===== src/rtl/bitstream_frame_loader_pkg.sv =====
// Shared types and constants for the bitstream frame loader.
package bitstream_frame_loader_pkg;

  typedef enum logic [2:0] {
    S_IDLE, S_LEN_HI, S_LEN_LO, S_PAYLOAD, S_CHECK, S_DONE, S_ERROR
  } state_e;

  localparam logic [1:0] ERR_NONE    = 2'b00;
  localparam logic [1:0] ERR_LEN     = 2'b01;
  localparam logic [1:0] ERR_CHK     = 2'b10;
  localparam logic [1:0] ERR_TIMEOUT = 2'b11;

  localparam logic [7:0] SYNC_BYTE_DEFAULT = 8'hA5;

  // Drop byte b into lane idx (0 = [31:24]); lanes below idx come out zero.
  function automatic logic [31:0] pack_byte(input logic [31:0] word, input logic [7:0] b,
                                            input logic [1:0] idx);
    logic [31:0] r;
    case (idx)
      2'd0:    r = {b, 24'h0};
      2'd1:    r = {word[31:24], b, 16'h0};
      2'd2:    r = {word[31:16], b, 8'h0};
      default: r = {word[31:8], b};
    endcase
    return r;
  endfunction

endpackage


===== src/rtl/bitstream_frame_loader_if.sv =====
// Byte input stream plus config-memory write port and frame status.
interface bitstream_frame_loader_if #(parameter int ADDR_WIDTH = 12);
  logic [7:0]            data_in;
  logic                  valid_in;
  logic                  wr_en;
  logic [ADDR_WIDTH-1:0] wr_addr;
  logic [31:0]           wr_data;
  logic                  busy;
  logic                  done;
  logic                  error;
  logic [1:0]            err_code;
  logic [15:0]           byte_count;

  modport master (output data_in, valid_in,
                  input wr_en, wr_addr, wr_data, busy, done, error, err_code, byte_count);
  modport slave  (input data_in, valid_in,
                  output wr_en, wr_addr, wr_data, busy, done, error, err_code, byte_count);
endinterface


===== src/rtl/bitstream_frame_loader_timer.sv =====
// Inter-byte watchdog: cleared while disabled or on reload, expires TIMEOUT_CYCLES after the last reload.
module frame_timeout_timer #(
  parameter int TIMEOUT_CYCLES = 1000000
) (
  input  logic clk,
  input  logic rst,
  input  logic i_en,
  input  logic i_reload,
  output logic o_expire
);
  localparam int CW = $clog2(TIMEOUT_CYCLES + 1);

  logic [CW-1:0] r_cnt;

  assign o_expire = i_en && (r_cnt == CW'(TIMEOUT_CYCLES - 1));

  always_ff @(posedge clk) begin
    if (rst || !i_en || i_reload) r_cnt <= '0;
    else if (!o_expire)           r_cnt <= r_cnt + CW'(1);
  end
endmodule


===== src/rtl/bitstream_frame_loader.sv =====
// Frame parser: SYNC, 16-bit length, payload packed into 32-bit words, mod-256 checksum.
module bitstream_frame_loader
  import bitstream_frame_loader_pkg::*;
#(
  parameter int         ADDR_WIDTH     = 12,
  parameter int         TIMEOUT_CYCLES = 1000000,
  parameter logic [7:0] SYNC_BYTE      = SYNC_BYTE_DEFAULT
) (
  input logic                      clk,
  input logic                      rst,
  bitstream_frame_loader_if.slave  bus
);
  localparam logic [16:0] MAX_BYTES = 17'(4 << ADDR_WIDTH);

  state_e                r_state;
  logic                  r_wr_en, r_busy, r_done, r_error;
  logic [ADDR_WIDTH-1:0] r_wr_addr;
  logic [31:0]           r_wr_data, r_word;
  logic [1:0]            r_err_code;
  logic [15:0]           r_byte_count, r_len;
  logic [7:0]            r_sum;

  logic        w_expire, w_last;
  logic [15:0] w_len, w_cnt_nxt;
  logic [31:0] w_word_nxt;

  assign w_len      = {r_len[15:8], bus.data_in};
  assign w_cnt_nxt  = r_byte_count + 16'd1;
  assign w_last     = (w_cnt_nxt == r_len);
  assign w_word_nxt = pack_byte(r_word, bus.data_in, r_byte_count[1:0]);

  frame_timeout_timer #(.TIMEOUT_CYCLES(TIMEOUT_CYCLES)) u_timer (
    .clk      (clk),
    .rst      (rst),
    .i_en     (r_busy),
    .i_reload (bus.valid_in),
    .o_expire (w_expire)
  );

  always_ff @(posedge clk) begin
    if (rst) begin
      r_state      <= S_IDLE;
      r_wr_en      <= 1'b0;
      r_wr_addr    <= '0;
      r_wr_data    <= '0;
      r_word       <= '0;
      r_busy       <= 1'b0;
      r_done       <= 1'b0;
      r_error      <= 1'b0;
      r_err_code   <= ERR_NONE;
      r_byte_count <= '0;
      r_len        <= '0;
      r_sum        <= '0;
    end else begin
      r_wr_en <= 1'b0;
      if (r_wr_en) r_wr_addr <= r_wr_addr + ADDR_WIDTH'(1);

      // A byte landing on the expiry cycle wins over the timeout.
      if (w_expire && !bus.valid_in) begin
        r_state    <= S_ERROR;
        r_busy     <= 1'b0;
        r_error    <= 1'b1;
        r_err_code <= ERR_TIMEOUT;
      end else if (bus.valid_in) begin
        case (r_state)
          S_IDLE, S_DONE, S_ERROR: if (bus.data_in == SYNC_BYTE) begin
            r_state      <= S_LEN_HI;
            r_busy       <= 1'b1;
            r_done       <= 1'b0;
            r_error      <= 1'b0;
            r_err_code   <= ERR_NONE;
            r_byte_count <= '0;
            r_sum        <= '0;
            r_wr_addr    <= '0;
          end
          S_LEN_HI: begin
            r_len[15:8] <= bus.data_in;
            r_state     <= S_LEN_LO;
          end
          S_LEN_LO: begin
            r_len[7:0] <= bus.data_in;
            if (w_len == 16'd0 || {1'b0, w_len} > MAX_BYTES) begin
              r_state    <= S_ERROR;
              r_busy     <= 1'b0;
              r_error    <= 1'b1;
              r_err_code <= ERR_LEN;
            end else begin
              r_state <= S_PAYLOAD;
            end
          end
          S_PAYLOAD: begin
            r_word       <= w_word_nxt;
            r_sum        <= r_sum + bus.data_in;
            r_byte_count <= w_cnt_nxt;
            if (r_byte_count[1:0] == 2'd3 || w_last) begin
              r_wr_en   <= 1'b1;
              r_wr_data <= w_word_nxt;
            end
            if (w_last) r_state <= S_CHECK;
          end
          S_CHECK: begin
            r_busy <= 1'b0;
            if (bus.data_in == r_sum) begin
              r_state <= S_DONE;
              r_done  <= 1'b1;
            end else begin
              r_state    <= S_ERROR;
              r_error    <= 1'b1;
              r_err_code <= ERR_CHK;
            end
          end
          default: r_state <= S_IDLE;
        endcase
      end
    end
  end

  assign bus.wr_en      = r_wr_en;
  assign bus.wr_addr    = r_wr_addr;
  assign bus.wr_data    = r_wr_data;
  assign bus.busy       = r_busy;
  assign bus.done       = r_done;
  assign bus.error      = r_error;
  assign bus.err_code   = r_err_code;
  assign bus.byte_count = r_byte_count;
endmodule


===== src/flat_wrapper.sv =====
// flat-port wrapper written by rule: the top's interface ports become plain ports
module bitstream_frame_loader_flat import bitstream_frame_loader_pkg::*;
#(
  parameter int         ADDR_WIDTH     = 12,
  parameter int         TIMEOUT_CYCLES = 1000000,
  parameter logic [7:0] SYNC_BYTE      = SYNC_BYTE_DEFAULT
)
  (clk, rst, bus_data_in, bus_valid_in, bus_wr_en, bus_wr_addr, bus_wr_data, bus_busy, bus_done, bus_error, bus_err_code, bus_byte_count);
  bitstream_frame_loader_if #(.ADDR_WIDTH(ADDR_WIDTH)) bus_i ();
  input logic clk;
  input logic rst;
  input wire logic [$bits(bus_i.data_in)-1:0] bus_data_in;
  input wire logic [$bits(bus_i.valid_in)-1:0] bus_valid_in;
  output wire logic [$bits(bus_i.wr_en)-1:0] bus_wr_en;
  output wire logic [$bits(bus_i.wr_addr)-1:0] bus_wr_addr;
  output wire logic [$bits(bus_i.wr_data)-1:0] bus_wr_data;
  output wire logic [$bits(bus_i.busy)-1:0] bus_busy;
  output wire logic [$bits(bus_i.done)-1:0] bus_done;
  output wire logic [$bits(bus_i.error)-1:0] bus_error;
  output wire logic [$bits(bus_i.err_code)-1:0] bus_err_code;
  output wire logic [$bits(bus_i.byte_count)-1:0] bus_byte_count;
  assign bus_i.data_in = bus_data_in;
  assign bus_i.valid_in = bus_valid_in;
  assign bus_wr_en = bus_i.wr_en;
  assign bus_wr_addr = bus_i.wr_addr;
  assign bus_wr_data = bus_i.wr_data;
  assign bus_busy = bus_i.busy;
  assign bus_done = bus_i.done;
  assign bus_error = bus_i.error;
  assign bus_err_code = bus_i.err_code;
  assign bus_byte_count = bus_i.byte_count;
  bitstream_frame_loader #(.ADDR_WIDTH(ADDR_WIDTH), .TIMEOUT_CYCLES(TIMEOUT_CYCLES), .SYNC_BYTE(SYNC_BYTE)) u_core (.clk(clk), .rst(rst), .bus(bus_i));
endmodule

===== config.mk =====
export PLATFORM = sky130hd
export DESIGN_NAME = bitstream_frame_loader_flat
export DESIGN_NICKNAME = d
export VERILOG_FILES = /design/src/rtl/bitstream_frame_loader_pkg.sv /design/src/rtl/bitstream_frame_loader_if.sv /design/src/rtl/bitstream_frame_loader_timer.sv /design/src/rtl/bitstream_frame_loader.sv /design/src/flat_wrapper.sv
export SDC_FILE = /design/constraint.sdc
export NUM_CORES = 1
export LEC_CHECK = 0
export BUFFER_PORTS_ARGS = -buffer_cell sky130_fd_sc_hd__buf_2
export CORE_ASPECT_RATIO = 2
export CORE_MARGIN = 2
export CORE_UTILIZATION = 60
export CTS_BUF_LIST = sky130_fd_sc_hd__clkbuf_2
export CTS_CLUSTER_DIAMETER = 200
export DETAILED_ROUTE_END_ITERATION = 8
export PLACE_DENSITY = 0.86
export SYNTH_ARGS = -nofsm -noshare
export SYNTH_HDL_FRONTEND = slang
export SYNTH_SLANG_ARGS = --single-unit

===== constraint.sdc =====
create_clock -name clk -period 3.1 [get_ports clk]
set_clock_uncertainty 0.1 [all_clocks]
set_input_delay 0.31 -clock clk [delete_from_list [all_inputs] [get_ports clk]]
set_output_delay 0.31 -clock clk [all_outputs]
set_load 0.03 [all_outputs]

==> flow_summary_export.csv, run 1 <==
group,metric,value,unit
status,outcome,"finished, final reports clean",
cts,cts_buffers,17,
synthesis,yosysMostFrequentCell,"dfxtp_1",
cts,cts_sinks,137,
cts,htreeDepth,4,
floorplan,core_region_area,0.0116,mm^2
place,placed_area,0.00749,mm^2
pwr,leakage,3.07,nW
synthesis,ys_warn_count,0,
critical_path,r2r_cells,8,
synthesis,ys_types,65,
pwr,ir_drop,0.372,mV
place,place_congestion,0.881,
cts,post_cts_buffers,0,
sta,min_period,2880,ps
sta,rsz0062_at_grt,"false",
floorplan,io_pins,77,
sta,hold_viol,0,
cts,clk_latency,750,ps
sta,setup_tns,0,ps
route,via_count,6795,
synthesis,synth_largest_area_cell,"dfxtp_1",
critical_path,cp_max_fo,49,
floorplan,initial_core_util,61.0,%
sta,worstMarginPinSlew,854,ps
critical_path,crit_family,"simple AND/OR/NAND/NOR gates",
sta,post-route-period-util,93.0,%
route,viasPerCell,6.37,
pwr,power.density,467,mW/mm^2
floorplan,die_h,157,um
critical_path,required,3650,ps
sta,holdWs,404,ps
global_routing,overflow,0,
cells_and_area,finalNetCount,933,
critical_path,critPathCapture,"u_core.bus.wr_data[9]",
critical_path,critPathMaxStageDelay,510,ps
cts,cts_tree,"built",
global_routing,grt_usage,29.3,%
critical_path,crit_type,"flop to flop",
synthesis,synthesis.area,0.00705,mm^2
cts,cts_root_buf,"clkbuf_2",
synthesis,yosysSeqAreaShare,38.9,%
synthesis,synth_nets,878,
synthesis,ys_seq_elements,137,
cells_and_area,syn2layout_area_growth,11.6,%
pwr,clockPowerShare,29.2,%
floorplan,rows,56,
critical_path,cp-end-kind,"flop",
floorplan,dieArea,0.0127,mm^2
synthesis,syn_inst,852,
critical_path,rrSetupSlack,220,ps
global_routing,grt_max_degree,61,
synthesis,synth_common_cells,"137 x dfxtp_1, 113 x nor2_1, 64 x nand2_1, 52 x a21oi_1, 43 x clkbuf_1",
critical_path,r2r_start,"u_core.bus.byte_count[0]",
synthesis,ys_top_cells_by_area,"dfxtp_1 39%, nor2_1 6.0%, a22oi_1 4.0%, a21oi_1 3.7%, o211ai_1 3.6%",
sta,relSlewSlack,42.6,%
sta,timing.fmax,0.347,GHz
min_path,hold_path_startpoint,"u_core.bus.wr_addr[11]",
sta,finalMaxSlewViolations,0,
critical_path,critPathSlowestCell,"dfxtp_1",
pwr,switching_share,34.6,%
critical_path,worst-path-buf-inv,1,
pwr,switchingPower,1.27,mW
sta,finalSetupViolCount,0,
cells_and_area,drive_gt1_share,16.2,%
synthesis,synth-edff-count,0,
place,hpwl,12100,um
global_routing,grt_pass1_vias,6232,
synthesis,syn_avg_cell_area,8.28,um^2
critical_path,startpoint,"u_core.bus.byte_count[0]",
critical_path,r2r_end,"u_core.bus.wr_data[9]",
pwr,intPower,2.41,mW
place,portBuffers,76,
pwr,pwr-share-seq,51.9,%
global_routing,antenna_found_initial,1,
critical_path,arrival,3430,ps
synthesis,synthArstFlopShare,0,%
route,first_iter_violations,763,
cells_and_area,final_cell_area,0.00787,mm^2
synthesis,ys.flop_type,"dfxtp_1",
pwr,power.total,3.68,mW
cells_and_area,final_util,68.1,%
global_routing,grt_pass1_wl,29600,um
min_path,hold_class,"flop to flop",
route,avgRoutedWirePerCell,17.4,um
synthesis,synth_top_area_share,38.9,%
critical_path,cp_cell_sequence,"ha_1, and4_2, a21oi_1, or4_4, nor4_4, a41oi_4, buf_12, o41ai_1",
critical_path,cp_num_cells,8,
cts,cts_buffer_depth,2,
route,drc_errors,0,
critical_path,startpoint_type,"flop",
route,ant_nets,0,
route,firstDrtPassIters,6,
floorplan,fp.dieW,80.7,um
flow_run,drv_cap,0,
route,finalWirelength,18600,um
pwr,power_frac_comb,18.9,%
cts,path_clk_slew,230,ps
==> logic make-up after synthesis <==
| family | synth area share, % |
|---|---|
| mux | 1.93 |
| flops | 38.9 |
| fa+ha+maj | 2.91 |
| simple gates | 23.4 |
| xor+xnor | 6.46 |
| compound gates | 21.2 |
| buf+inv | 5.27 |
==> layout make-up <==
class	instances	area, um^2
antenna	1	2.50
clock buffer	17	85.1
clock inverter	15	158
fill	930	3690
inverter	11	41.3
multi-input combinational	628	3960
sequential	137	2740
tap	145	181
timing repair buffer	112	696
==> power groups by stage <==
stage	registers [mW]	clock network, mW	logic (mW)
6_report	1.91	1.07	0.696
5_1_grt	1.92	1.17	0.742
2_1_floorplan	1.91	0	0.510
3_5_place_dp	1.94	0	0.657
3_3_place_gp	1.94	0	0.635
4_1_cts	1.91	1.08	0.678
==> what timing repair did <==
item	4_1_cts	5_1_grt
endpoints found under the hold margin	63	0
hold buffers	13	0
endpoints found under the setup margin	0	2
resized for setup	0	1
==> sequential cells by signal, summed over array words and instances, names as in the netlist <==
register and flops:
u_core.bus.wr_data 32, u_core.r_word 24, u_core.u_timer.r_cnt 20, u_core.bus.byte_count 16, u_core.r_len 16, u_core.bus.wr_addr 12, u_core.r_sum 8, u_core.r_state 3
u_core.bus.err_code 2, u_core.bus.busy 1, u_core.bus.done 1, u_core.bus.error 1, u_core.bus.wr_en 1
==> cell usage in the layout, fill, tap and decap left out, drive strengths merged, types with 11 or more instances in the layout <==
cell type    Yosys  final
clkbuf          43     17
nand2           64     64
nor4            11     11
nand4           17     17
o211ai          34     34
inv             10     17
a22oi           38     38
dfxtp          137    137
o41ai           24     24
nor2           113    113
xnor2           25     25
nand3           24     24
xor2            27     27
buf             33     99
nor3            29     29
dlygate4sd3      0     13
and3            22     22
o21ai           23     23
a21oi           52     52
ha              14     14
a31oi           15     15
mux2i           11     11
==> metrics by stage <==
stage / setup WS [ps] / cells
6_report: 216 / 1066
5_1_grt: 76.4 / 1066
4_1_cts: 187 / 1065
3_5_place_dp: 194 / 1020
3_3_place_gp: 398 / 1020
2_1_floorplan: 33.0 / 852
==> metal layers <==
layer	global-route usage [%]	part of all wire [%]	up-vias
li1	-	-	3226
met1	35.9	41	3191
met2	47.3	48	308
met3	6.82	6.9	70
met4	15.0	4.2	0
met5	0	0	-
==> worst min path at each step <==
stage	to	slack (ps)	cells past startpoint
detailed placement	u_core.bus.wr_addr[11]	380	2
floorplan	u_core.r_word[10]	350	2
finish	u_core.bus.wr_addr[11]	400	2
global placement	u_core.r_word[13]	360	2
CTS	u_core.bus.wr_data[6]	370	4
global route	u_core.bus.wr_data[6]	390	4
==> tightest hold or removal path, cell delays in order, from the launching register on <==
cell and delay [ps]:
dfxtp_1 360, o21ai_0 70, a21oi_1 60
(Power assumes the default switching activity.)
==> inputs of run 2 (changes only) <==
--- a/config.mk
+++ b/config.mk
@@ -7,12 +7,12 @@
 export LEC_CHECK = 0
 export BUFFER_PORTS_ARGS = -buffer_cell sky130_fd_sc_hd__buf_2
 export CORE_ASPECT_RATIO = 2
-export CORE_MARGIN = 2
 export CORE_UTILIZATION = 60
 export CTS_BUF_LIST = sky130_fd_sc_hd__clkbuf_2
 export CTS_CLUSTER_DIAMETER = 200
 export DETAILED_ROUTE_END_ITERATION = 8
 export PLACE_DENSITY = 0.86
+export RECOVER_POWER = 50
 export SYNTH_ARGS = -nofsm -noshare
 export SYNTH_HDL_FRONTEND = slang
 export SYNTH_SLANG_ARGS = --single-unit
==> flow_summary_export.csv, run 2 (synthesis gave the netlist of run 1 again) <==
group,metric,value,unit
cts,path_clk_slew,200,ps
cts,cts_root_buf,"clkbuf_2",
place,placed_area,0.00751,mm^2
sta,relSlewSlack,36.5,%
sta,finalMaxSlewViolations,0,
pwr,switching_share,30.6,%
global_routing,grt_max_degree,54,
critical_path,cp-end-kind,"flop",
place,portBuffers,76,
route,viasPerCell,6.37,
global_routing,grt_usage,31.4,%
min_path,hold_path_startpoint,"bus_data_in[6]",
place,place_congestion,0.980,
pwr,leakage,2.79,nW
critical_path,cpMostUsedCell,"nor2_1",
critical_path,cp_max_fo,29,
cts,cts_buffer_depth,2,
route,finalWirelength,18400,um
place,dp_slack,216,ps
route,drc_errors,0,
cts,cts_sinks,137,
global_routing,grt_pass1_wl,30300,um
pwr,intPower,2.68,mW
critical_path,crit_type,"flop to flop",
cts,htreeDepth,4,
cts,clk_latency,720,ps
critical_path,worst-path-buf-inv,2,
sta,worstMarginPinSlew,953,ps
global_routing,grt_pass1_vias,6334,
cells_and_area,syn2layout_area_growth,10.7,%
critical_path,critPathSlowestCell,"clkbuf_1",
sta,holdWs,407,ps
floorplan,dieArea,0.0122,mm^2
cells_and_area,final_cell_area,0.00781,mm^2
route,via_count,6769,
route,firstDrtPassIters,7,
pwr,pwr-share-seq,49.2,%
cells_and_area,drive_gt1_share,8.38,%
critical_path,cp_cell_sequence,"nor2b_1, and3_1, clkbuf_4, nor2_1, clkbuf_1, nor3_1, a21oi_1, nor2_1",
sta,finalSetupViolCount,0,
route,ant_nets,0,
sta,hold_viol,0,
critical_path,r2r_start,"u_core.r_state[2]",
floorplan,core_region_area,0.0114,mm^2
floorplan,die_h,155,um
cts,cts_tree,"built",
cells_and_area,mostFrequentLayoutCells,"137 x dfxtp_1, 113 x nor2_1, 71 x clkbuf_1",
sta,setup_tns,0,ps
sta,rsz0062_at_grt,"false",
pwr,power.density,494,mW/mm^2
status,outcome,"finished, final reports clean",
cells_and_area,layout_commonest_cell,"dfxtp_1",
pwr,switchingPower,1.18,mW
critical_path,arrival,3370,ps
route,first_iter_violations,526,
floorplan,rows,55,
sta,timing.fmax,0.349,GHz
place,hpwl,12600,um
flow_run,drv_cap,0,
cells_and_area,largest_register_ffs,32,
sta,post-route-period-util,92.3,%
cts,cts_buffers,17,
sta,min_period,2860,ps
floorplan,io_pins,77,
pwr,ir_drop,0.330,mV
sta,setup_ws,239,ps
pwr,power.total,3.86,mW
cells_and_area,finalNetCount,933,
global_routing,overflow,0,
floorplan,fp.dieW,78.7,um
critical_path,crit_family,"buffers and inverters",
route,avgRoutedWirePerCell,17.3,um
min_path,hold_class,"input pin to flop",
global_routing,antenna_found_initial,1,
critical_path,critPathMaxStageDelay,720,ps
floorplan,initial_core_util,62.1,%
pwr,power_frac_comb,17.7,%
pwr,clockPowerShare,33.1,%
critical_path,startpoint_type,"flop",
critical_path,required,3610,ps
critical_path,startpoint,"u_core.r_state[2]",
run 2: what timing repair did:
item,CTS,global route
hold buffers,10,0
endpoints found under the setup margin,0,11
endpoints found under the hold margin,43,0
resized for setup,0,3
buffers inserted,0,0
run 2: area by class of cell:
type | instances | area (um^2)
timing repair buffer | 112 | 578
clock buffer | 18 | 90.1
multi-input combinational | 628 | 3980
clock inverter | 13 | 200
sequential | 137 | 2740
inverter | 11 | 41.3
tap | 142 | 178
antenna | 1 | 2.50
fill | 971 | 3550
run 2: stage by stage:
stage	utilization, %	instances
floorplan	-	852
global placement	66.1	1020
detailed placement	66.1	1020
CTS	69.6	1061
global route	68.8	1062
finish	68.8	1062
run 2: worst reg2reg max path, cell delays in order (launching register included):
cell and delay, ps:
dfxtp_1 670, nor2b_1 200, and3_1 230, clkbuf_4 290, nor2_1 160, clkbuf_1 720, nor3_1 130, a21oi_1 190
nor2_1 80
run 2: worst paths after layout:
kind | to | slack, ps | cells past startpoint
max reg2reg | u_core.r_sum[2] | 240 | 8
min | u_core.r_len[14] | 410 | 4
min reg2reg | u_core.bus.wr_addr[11] | 410 | 2
max | u_core.r_sum[2] | 240 | 8
run 2: metal layers:
metal / GRT usage, % / routed length [um]
met1: 33.7 / 6820
met2: 54.4 / 9410
met3: 6.80 / 1150
met4: 19.9 / 981
met5: 0 / 0
run 2: power by group through the flow:
stage / combinational, mW / sequential, mW / clock, mW
after CTS: 0.692 / 1.89 / 1.28
final: 0.684 / 1.90 / 1.27
after floorplan: 0.510 / 1.91 / 0
after detailed placement: 0.680 / 1.93 / 0
after global placement: 0.666 / 1.93 / 0
after global routing: 0.743 / 1.91 / 1.36
==> inputs of run 3 (changes only) <==
--- a/config.mk
+++ b/config.mk
@@ -5,6 +5,7 @@
 export SDC_FILE = /design/constraint.sdc
 export NUM_CORES = 1
 export LEC_CHECK = 0
+export ABC_AREA = 1
 export BUFFER_PORTS_ARGS = -buffer_cell sky130_fd_sc_hd__buf_2
 export CORE_ASPECT_RATIO = 2
 export CORE_UTILIZATION = 60
@@ -13,6 +14,7 @@
 export DETAILED_ROUTE_END_ITERATION = 8
 export PLACE_DENSITY = 0.86
 export RECOVER_POWER = 50
+export SLEW_MARGIN = 25
 export SYNTH_ARGS = -nofsm -noshare
 export SYNTH_HDL_FRONTEND = slang
 export SYNTH_SLANG_ARGS = --single-unit
==> flow_summary_export.csv, run 3 <==
group,metric,value,unit
status,outcome,"finished, final reports clean",
sta,timing.fmax,0.351,GHz
route,via_count,7398,
pwr,power.total,3.90,mW
cells_and_area,layout_commonest_cell,"nand2_1",
synthesis,yosysSeqAreaShare,38.5,%
synthesis,ys_warn_count,0,
global_routing,grt_pass1_vias,6961,
sta,rsz0062_at_grt,"false",
cts,cts_tree,"built",
synthesis,syn_inst,1078,
flow_run,drv_cap,0,
route,first_iter_violations,391,
critical_path,startpoint_type,"flop",
critical_path,cpMostUsedCell,"nand2_1",
critical_path,critPathSlowestCell,"dfxtp_1",
synthesis,ys_top_cells_by_area,"dfxtp_1 39%, nand2_1 15%, inv_1 8.7%, a21oi_1 6.9%, nand3_1 5.5%",
synthesis,synth_nets,1104,
floorplan,initial_core_util,62.3,%
cts,htreeDepth,4,
floorplan,die_h,156,um
critical_path,required,3650,ps
cts,cts_root_buf,"clkbuf_2",
synthesis,synth_top_area_share,38.5,%
cells_and_area,seqCellArea,0.00274,mm^2
cts,clk_latency,720,ps
sta,min_period,2850,ps
cts,post_cts_buffers,0,
critical_path,cp-end-kind,"flop",
synthesis,synthesis.area,0.00712,mm^2
global_routing,grt_pass1_wl,31700,um
synthesis,synthArstFlopShare,0,%
route,firstDrtPassIters,6,
critical_path,crit_family,"simple AND/OR/NAND/NOR gates",
place,hpwl,14600,um
critical_path,cp_max_fo,24,
synthesis,synth_largest_area_cell,"dfxtp_1",
cts,cts_sinks,137,
global_routing,grt_max_degree,36,
floorplan,fp.dieW,79.0,um
critical_path,worst-path-buf-inv,1,
synthesis,yosysMostFrequentCell,"nand2_1",
cells_and_area,mostFrequentLayoutCells,"277 x nand2_1, 165 x inv_1, 137 x dfxtp_1",
route,viasPerCell,5.61,
synthesis,ys_types,38,
synthesis,syn_avg_cell_area,6.60,um^2
critical_path,critPathMaxStageDelay,580,ps
cts,cts_buffers,17,
synthesis,synth-edff-count,0,
cells_and_area,syn2layout_area_growth,10.6,%
cts,path_clk_slew,220,ps
route,ant_nets,0,
global_routing,overflow,0,
cells_and_area,fill_cells,1108,
synthesis,ys.flop_type,"dfxtp_1",
cts,cts_buffer_depth,2,
pwr,power.density,495,mW/mm^2
floorplan,io_pins,77,
sta,setup_tns,0,ps
global_routing,grt_usage,33.1,%
critical_path,cp_cell_sequence,"ha_1, nand2_1, nor2_4, nand4_1, nand2_1, nand2_1, nand2_1, nand2_1, nor2_1, nand3_2, nand3_2, nand2_1, nand2_1, inv_1",
global_routing,antenna_found_initial,1,
synthesis,synth_common_cells,"277 x nand2_1, 165 x inv_1, 137 x dfxtp_1, 98 x a21oi_1, 82 x nor2_1",
critical_path,arrival,3400,ps
critical_path,crit_type,"flop to flop",
floorplan,dieArea,0.0123,mm^2
pwr,ir_drop,0.312,mV
floorplan,core_region_area,0.0114,mm^2
synthesis,ys_seq_elements,137,
place,place_congestion,0.969,
pwr,leakage,3.30,nW
sta,worstMarginPinSlew,1330,ps
cts,ctsResizeCount,0,
cells_and_area,largest_register_ffs,32,
sta,post-route-period-util,92.0,%
cells_and_area,drive_gt1_share,5.44,%
min_path,hold_class,"flop to flop",
cells_and_area,finalNetCount,1190,
sta,hold_viol,0,
place,portBuffers,76,
place,dp_slack,322,ps
route,avgRoutedWirePerCell,14.9,um
route,drc_errors,0,
sta,finalSetupViolCount,0,
sta,relSlewSlack,11.6,%
cells_and_area,multiInputGateArea,0.00361,mm^2
sta,finalMaxSlewViolations,0,
floorplan,rows,55,
route,finalWirelength,19700,um
sta,setup_ws,249,ps
-- run 3: final cells by class --
cell class / count / share of cell area, %
Clock buffer: 17 / 1.08
Timing Repair Buffer: 97 / 5.90
Tap cell: 142 / 2.26
Sequential cell: 137 / 34.8
Inverter: 168 / 8.01
Multi-Input combinational cell: 743 / 45.8
Antenna cell: 1 / 0.0318
Clock inverter: 14 / 2.03
-- run 3: what timing repair did --
action | 4_1_cts | 5_1_grt
hold buffers | 10 | 0
setup endpoints to repair | 0 | 0
hold endpoints to repair | 50 | 0
-- run 3: final timing paths --
check,start,endpoint,slack [ps],cells after the start
setup / recovery,u_core.bus.byte_count[0],u_core.bus.wr_data[19],250,14
hold / removal,u_core.r_word[28],u_core.r_word[28],360,2
setup reg to reg,u_core.bus.byte_count[0],u_core.bus.wr_data[19],250,14
hold reg to reg,u_core.r_word[28],u_core.r_word[28],360,2
-- run 3: cell families after synthesis --
logic type / count (synthesis) / synth area share, %
AO/OA/AOI/OAI: 194 / 14.3
XOR/XNOR: 16 / 1.97
adder cells (fa/ha/maj): 15 / 2.74
buffers and inverters: 198 / 10.8
flip-flops: 137 / 38.5
AND/OR/NAND/NOR: 518 / 31.7
-- run 3: per-layer routing --
| metal | global-route usage [%] | vias up | share of wire (%) |
|---|---|---|---|
| li1 | - | 3667 | - |
| met1 | 30.4 | 3358 | 34 |
| met2 | 62.9 | 272 | 54 |
| met3 | 5.20 | 101 | 4.6 |
| met4 | 24.7 | 0 | 6.8 |
| met5 | 0 | - | 0 |
-- run 3: worst register-to-register path: stages, from the launching register on --
cell and delay (ps):
dfxtp_1 580, ha_1 300, nand2_1 120, nor2_4 230, nand4_1 230, nand2_1 130, nand2_1 50, nand2_1 50
nand2_1 50, nor2_1 140, nand3_2 170, nand3_2 390, nand2_1 120, nand2_1 90, inv_1 40
-- run 3: power by group --
part / total, mW / internal [mW] / switching, mW
clock network: 1.12 / 0.387 / 0.732
logic: 0.829 / 0.255 / 0.574
registers: 1.95 / 1.87 / 0.0842
total: 3.90 / 2.51 / 1.39
-- run 3: metrics by stage --
step	hold WS, ps	cells	instance area (um^2)	utilization (%)
finish	364	1319	7870	68.9
global route	384	1319	7870	68.9
CTS	362	1318	7970	69.7
detailed placement	340	1277	7620	66.7
global placement	333	1277	7620	66.7
floorplan	326	1078	7120	-
